**src/rtl/ifft_butterfly.sv**
```systemverilog
`timescale 1ns/1ps
`default_nettype none
// ============================================================================
// ifft_butterfly : pipelined radix-2 DIF complex butterfly with twiddle ROM
//                  address generation, rounding and optional saturation.
// Build option    : IFFT_BF_SAT_EN (defined = saturate, undefined = wrap)
// Revision        : 1.0
// ============================================================================
module ifft_butterfly #(
    parameter int DW   = 16,
    parameter int FRAC = 10
) (
    input  logic                 CLK,
    input  logic                 RST,
    input  logic                 in_valid,
    output logic                 in_ready,
    input  logic [1:0]           in_stage,
    input  logic [2:0]           in_k,
    input  logic signed [DW-1:0] a_real,
    input  logic signed [DW-1:0] a_imag,
    input  logic signed [DW-1:0] b_real,
    input  logic signed [DW-1:0] b_imag,
    output logic [3:0]           tf_rd_add,
    input  logic signed [DW-1:0] tf_real,
    input  logic signed [DW-1:0] tf_imag,
    output logic                 out_valid,
    input  logic                 out_ready,
    output logic signed [DW-1:0] A_real,
    output logic signed [DW-1:0] A_imag,
    output logic signed [DW-1:0] B_real,
    output logic signed [DW-1:0] B_imag
);
    localparam int SW = DW + 1;
    localparam int PW = SW + DW;
    localparam int BW = PW + 1;
    localparam logic signed [BW-1:0] RND = BW'(2 ** (FRAC - 1));

    logic                 en;
    logic                 v1;
    logic                 v2;
    logic signed [SW-1:0] s1_real, s1_imag, d1_real, d1_imag;
    logic signed [SW-1:0] s2_real, s2_imag;
    logic signed [DW-1:0] w1_real, w1_imag;
    logic signed [PW-1:0] p_rr, p_ii, p_ri, p_ir;
    logic signed [BW-1:0] br_rnd, bi_rnd;

    assign en       = ~out_valid | out_ready;
    assign in_ready = en;

    always_comb begin
        tf_rd_add = 4'd0;
        case (in_stage)
            2'd0:    tf_rd_add = {1'b0, in_k};
            2'd1:    tf_rd_add = {2'b10, in_k[1:0]};
            2'd2:    tf_rd_add = {3'b110, in_k[0]};
            default: tf_rd_add = 4'd14;
        endcase
    end

    function automatic logic signed [DW-1:0] fit(input logic signed [BW-1:0] v);
`ifdef IFFT_BF_SAT_EN
        localparam logic signed [BW-1:0] MAXV = BW'(2 ** (DW - 1) - 1);
        localparam logic signed [BW-1:0] MINV = ~MAXV;
        if (v > MAXV) begin
            return DW'(MAXV);
        end else if (v < MINV) begin
            return DW'(MINV);
        end
        return DW'(v);
`else
        return DW'(v);
`endif
    endfunction

    // Round half-up, then arithmetic shift back to the sample scale
    always_comb begin
        br_rnd = (BW'(p_rr) - BW'(p_ii) + RND) >>> FRAC;
        bi_rnd = (BW'(p_ri) + BW'(p_ir) + RND) >>> FRAC;
    end

    always_ff @(posedge CLK or posedge RST) begin
        if (RST) begin
            v1        <= 1'b0;
            v2        <= 1'b0;
            out_valid <= 1'b0;
            s1_real   <= '0;
            s1_imag   <= '0;
            d1_real   <= '0;
            d1_imag   <= '0;
            w1_real   <= '0;
            w1_imag   <= '0;
            s2_real   <= '0;
            s2_imag   <= '0;
            p_rr      <= '0;
            p_ii      <= '0;
            p_ri      <= '0;
            p_ir      <= '0;
            A_real    <= '0;
            A_imag    <= '0;
            B_real    <= '0;
            B_imag    <= '0;
        end else if (en) begin
            // en doubles as in_ready, so in_valid alone marks an accepted pair
            v1        <= in_valid;
            s1_real   <= SW'(a_real) + SW'(b_real);
            s1_imag   <= SW'(a_imag) + SW'(b_imag);
            d1_real   <= SW'(a_real) - SW'(b_real);
            d1_imag   <= SW'(a_imag) - SW'(b_imag);
            w1_real   <= tf_real;
            w1_imag   <= tf_imag;

            v2        <= v1;
            s2_real   <= s1_real;
            s2_imag   <= s1_imag;
            p_rr      <= PW'(d1_real) * PW'(w1_real);
            p_ii      <= PW'(d1_imag) * PW'(w1_imag);
            p_ri      <= PW'(d1_real) * PW'(w1_imag);
            p_ir      <= PW'(d1_imag) * PW'(w1_real);

            out_valid <= v2;
            A_real    <= fit(BW'(s2_real));
            A_imag    <= fit(BW'(s2_imag));
            B_real    <= fit(br_rnd);
            B_imag    <= fit(bi_rnd);
        end
    end

endmodule
`default_nettype wire

```
**config.mk**
```make
export PLATFORM = sky130hd
export DESIGN_NAME = ifft_butterfly
export DESIGN_NICKNAME = d
export VERILOG_FILES = /design/src/rtl/ifft_butterfly.sv
export SDC_FILE = /design/constraint.sdc
export NUM_CORES = 2
export LEC_CHECK = 0
export BUFFER_PORTS_ARGS = -buffer_cell sky130_fd_sc_hd__buf_2
export CORE_MARGIN = 1
export CORE_UTILIZATION = 30
export CTS_BUF_LIST = sky130_fd_sc_hd__clkbuf_8
export DETAILED_ROUTE_END_ITERATION = 7
export RECOVER_POWER = 50
export SYNTH_ARGS = -nofsm -noshare
export SYNTH_HDL_FRONTEND = slang
export SYNTH_SLANG_ARGS = --single-unit
export TNS_END_PERCENT = 50
```
**constraint.sdc**
```tcl
create_clock -name CLK -period 20.1 [get_ports CLK]
set_input_delay 3.015 -clock CLK [delete_from_list [all_inputs] [get_ports CLK]]
set_output_delay 3.015 -clock CLK [all_outputs]
set_load 0.02 [all_outputs]
```
==> metrics.txt <==
status complete, but fails checks; failing checks design-rule violations, max-capacitance violations, max-slew violations; Syn Nets between 7000 and 8000; Rel. slew slack -202.1%; Die Wd ~400 um; PortBufs 174; via/cell ratio roughly 4.7; worst slew pin tran around 4.5 ns; worst setup path category in -> out; worst-path fanout max 130; CP arrival ~9.5 ns; via count 37290; FMAX 80.17 MHz; initial antenna violation count 26; Final nets 7129; postcts setup bufs 0; share of post-route cells with drive strength above 1 6.426%; drt drc 8; Synth area leaders fa_1 (34%), dfrtp_1 (15%), ha_1 (12%); Clock Skew approximately 0.048 ns; first-pass GRT wire length between 200000 and 250000 um; H-Tree Depth 2; Cell Rows approximately 150; Detailed Route WL between 100000 and 150000 um; die span in y just over 400 um; Non-Filler Instances between 7000 and 8000; GRT Overall Usage 16.52%; Yosys cell types slightly below 80; crit path time final 12.47 ns; Commonest cells post-synth inv_1 (1168), nand2_1 (965), fa_1 (852); EDFF count, synth 0; CTS Buf Count 60; mean post-synth cell area just under 9 sq um; Min Hold Slack between 0.4 and 0.5 ns; Yosys warning count 0; die area 0.1679 sq mm; Worst EP required around 17 ns; final hold violations 0; HPWL Detailed 102800 um; GPL Wtd Cong between 0.8 and 0.9; Worst setup SP type input pin; Hold Buf Count CTS 0; placed cell count between 7000 and 8000; max cap viols 7; Worst-Skew Late Latency roughly 0.78 ns; CTS root buf clkbuf_8; total gr overflow 0; final setup TNS 0 ns; setup violators final 0; Worst-path clk slew 0.05 ns; share of the synthesized area in the top cell type 34.19%; post-synth top area cell fa_1; layout overhead on the synthesized area 8.850%; vias in the first global route between 30000 and 40000; Syn Inst Count approximately 5700; drt first pass iters 8; synthesized cell area roughly 0.050 sq mm; post-cts resize count 0; CORE AREA 0.1650 sq mm; Post-synth ARST share between 90% and 100%; # IOs approximately 180; CTS Sinks between 200 and 300; Main synth FF type dfrtp_1; RSZ-0062 raised after global routing false; clk buf depth 3; largest net degree at the start of global routing ~170; Seq cells post-synth roughly 300; Seq/Total Area, Yosys ~15%; Final period util 62.06%; most frequent cell after synthesis inv_1; routed len/inst 17.16 um; Initial Util between 30% and 40%; filler cell count 17150; DRT iter0 DRCs 1836; Antenna Violating Nets Remaining 0; CTS tree yes; crit end category output pin; worst hold path class reg -> reg; Final Max Tran Viols about 500
layout by cell type (no fill, tap or decap), drive strengths merged, types with 77 or more instances in the layout:
cell,Yosys,routed
inv,1168,1182
nand2,965,965
fa,852,852
and2,492,492
ha,460,460
dfrtp,299,299
buf,12,238
nor2,173,173
a21oi,161,161
o21ai,140,140
xnor2,138,138
xor2,78,78
clkbuf,261,77
cells by family (layout without fill, tap and decap cells):
logic type                 Yosys count  count (layout)  share of synthesized area (%)
other                                0               5                              0
DFF                                299             299                          15.00
adders and majority gates         1312            1312                          45.72
and+or+nand+nor                   1863            1863                          17.49
AOI/OAI and AO/OA                  543             543                          7.029
muxes                                6               6                         0.1279
xor gates and xnor gates           216             216                          3.792
buffers and inverters             1441            1519                          10.84
per-layer routing:
| layer | share of wire (%) | track usage [%] | vias to the layer above | wire length (um) |
|---|---|---|---|---|
| li1 | - | - | 17160 | - |
| met1 | 42 | 20.58 | 19010 | 56760 |
| met2 | 51 | 29.67 | 889 | 68960 |
| met3 | 4.9 | 2.089 | 230 | 6741 |
| met4 | 2.9 | 4.664 | 0 | 3973 |
| met5 | 0 | 0 | - | 0 |
final timing paths:
kind	startpoint	endpoint	slack, ns	depth (start not counted)
hold reg to reg	v2$_DFFE_PP0P_	out_valid$_DFFE_PP0P_	0.45	1
min in group asynchronous	RST	B_imag[6]$_DFFE_PP0P_	2.98	2
setup reg to reg	out_valid$_DFFE_PP0P_	d1_imag[15]$_DFFE_PP0P_	12.43	5
hold / removal	v2$_DFFE_PP0P_	out_valid$_DFFE_PP0P_	0.45	1
setup / recovery	out_ready	in_ready	7.63	4
max in group asynchronous	RST	d1_imag[1]$_DFFE_PP0P_	12.58	3
area by class of cell:
cell class	count	area, sq um	area share, %
Timing Repair Buffer	243	1383	2.546
Sequential cell	299	7488	13.79
Antenna cell	5	12.51	0.02304
Tap cell	2189	2739	5.043
Clock inverter	36	306.5	0.5644
Clock buffer	72	991.0	1.825
Inverter	1168	4387	8.077
Multi-Input combinational cell	3940	37000	68.13
registers in the layout, indices dropped and copies added, names as in the netlist:
name       count
s2_imag       16
d1_imag       16
out_valid      1
v2             1
v1             1
B_real        16
w1_real       16
s2_real       16
d1_real       16
p_rr          26
p_ri          26
A_real        16
s1_imag       16
B_imag        16
s1_real       16
p_ii          26
w1_imag       16
p_ir          26
A_imag        16
worst max-delay path, stage by stage:
cell and delay [ns]:
buf_2 0.10, nor2b_1 1.06, clkinvlp_2 4.05, buf_2 1.22
metrics by stage:
step	instance area (sq um)	worst slack, ns	utilization (%)
3_3_place_gp	53040	12.81	32.15
6_report	54310	7.626	32.92
3_5_place_dp	53040	12.77	32.15
4_1_cts	54340	12.77	32.93
2_1_floorplan	49890	8.824	-
5_1_grt	54300	6.814	32.91
Power is not shown: default switching activity piles up to over one toggle a cycle in this logic, so the estimate is an artifact.
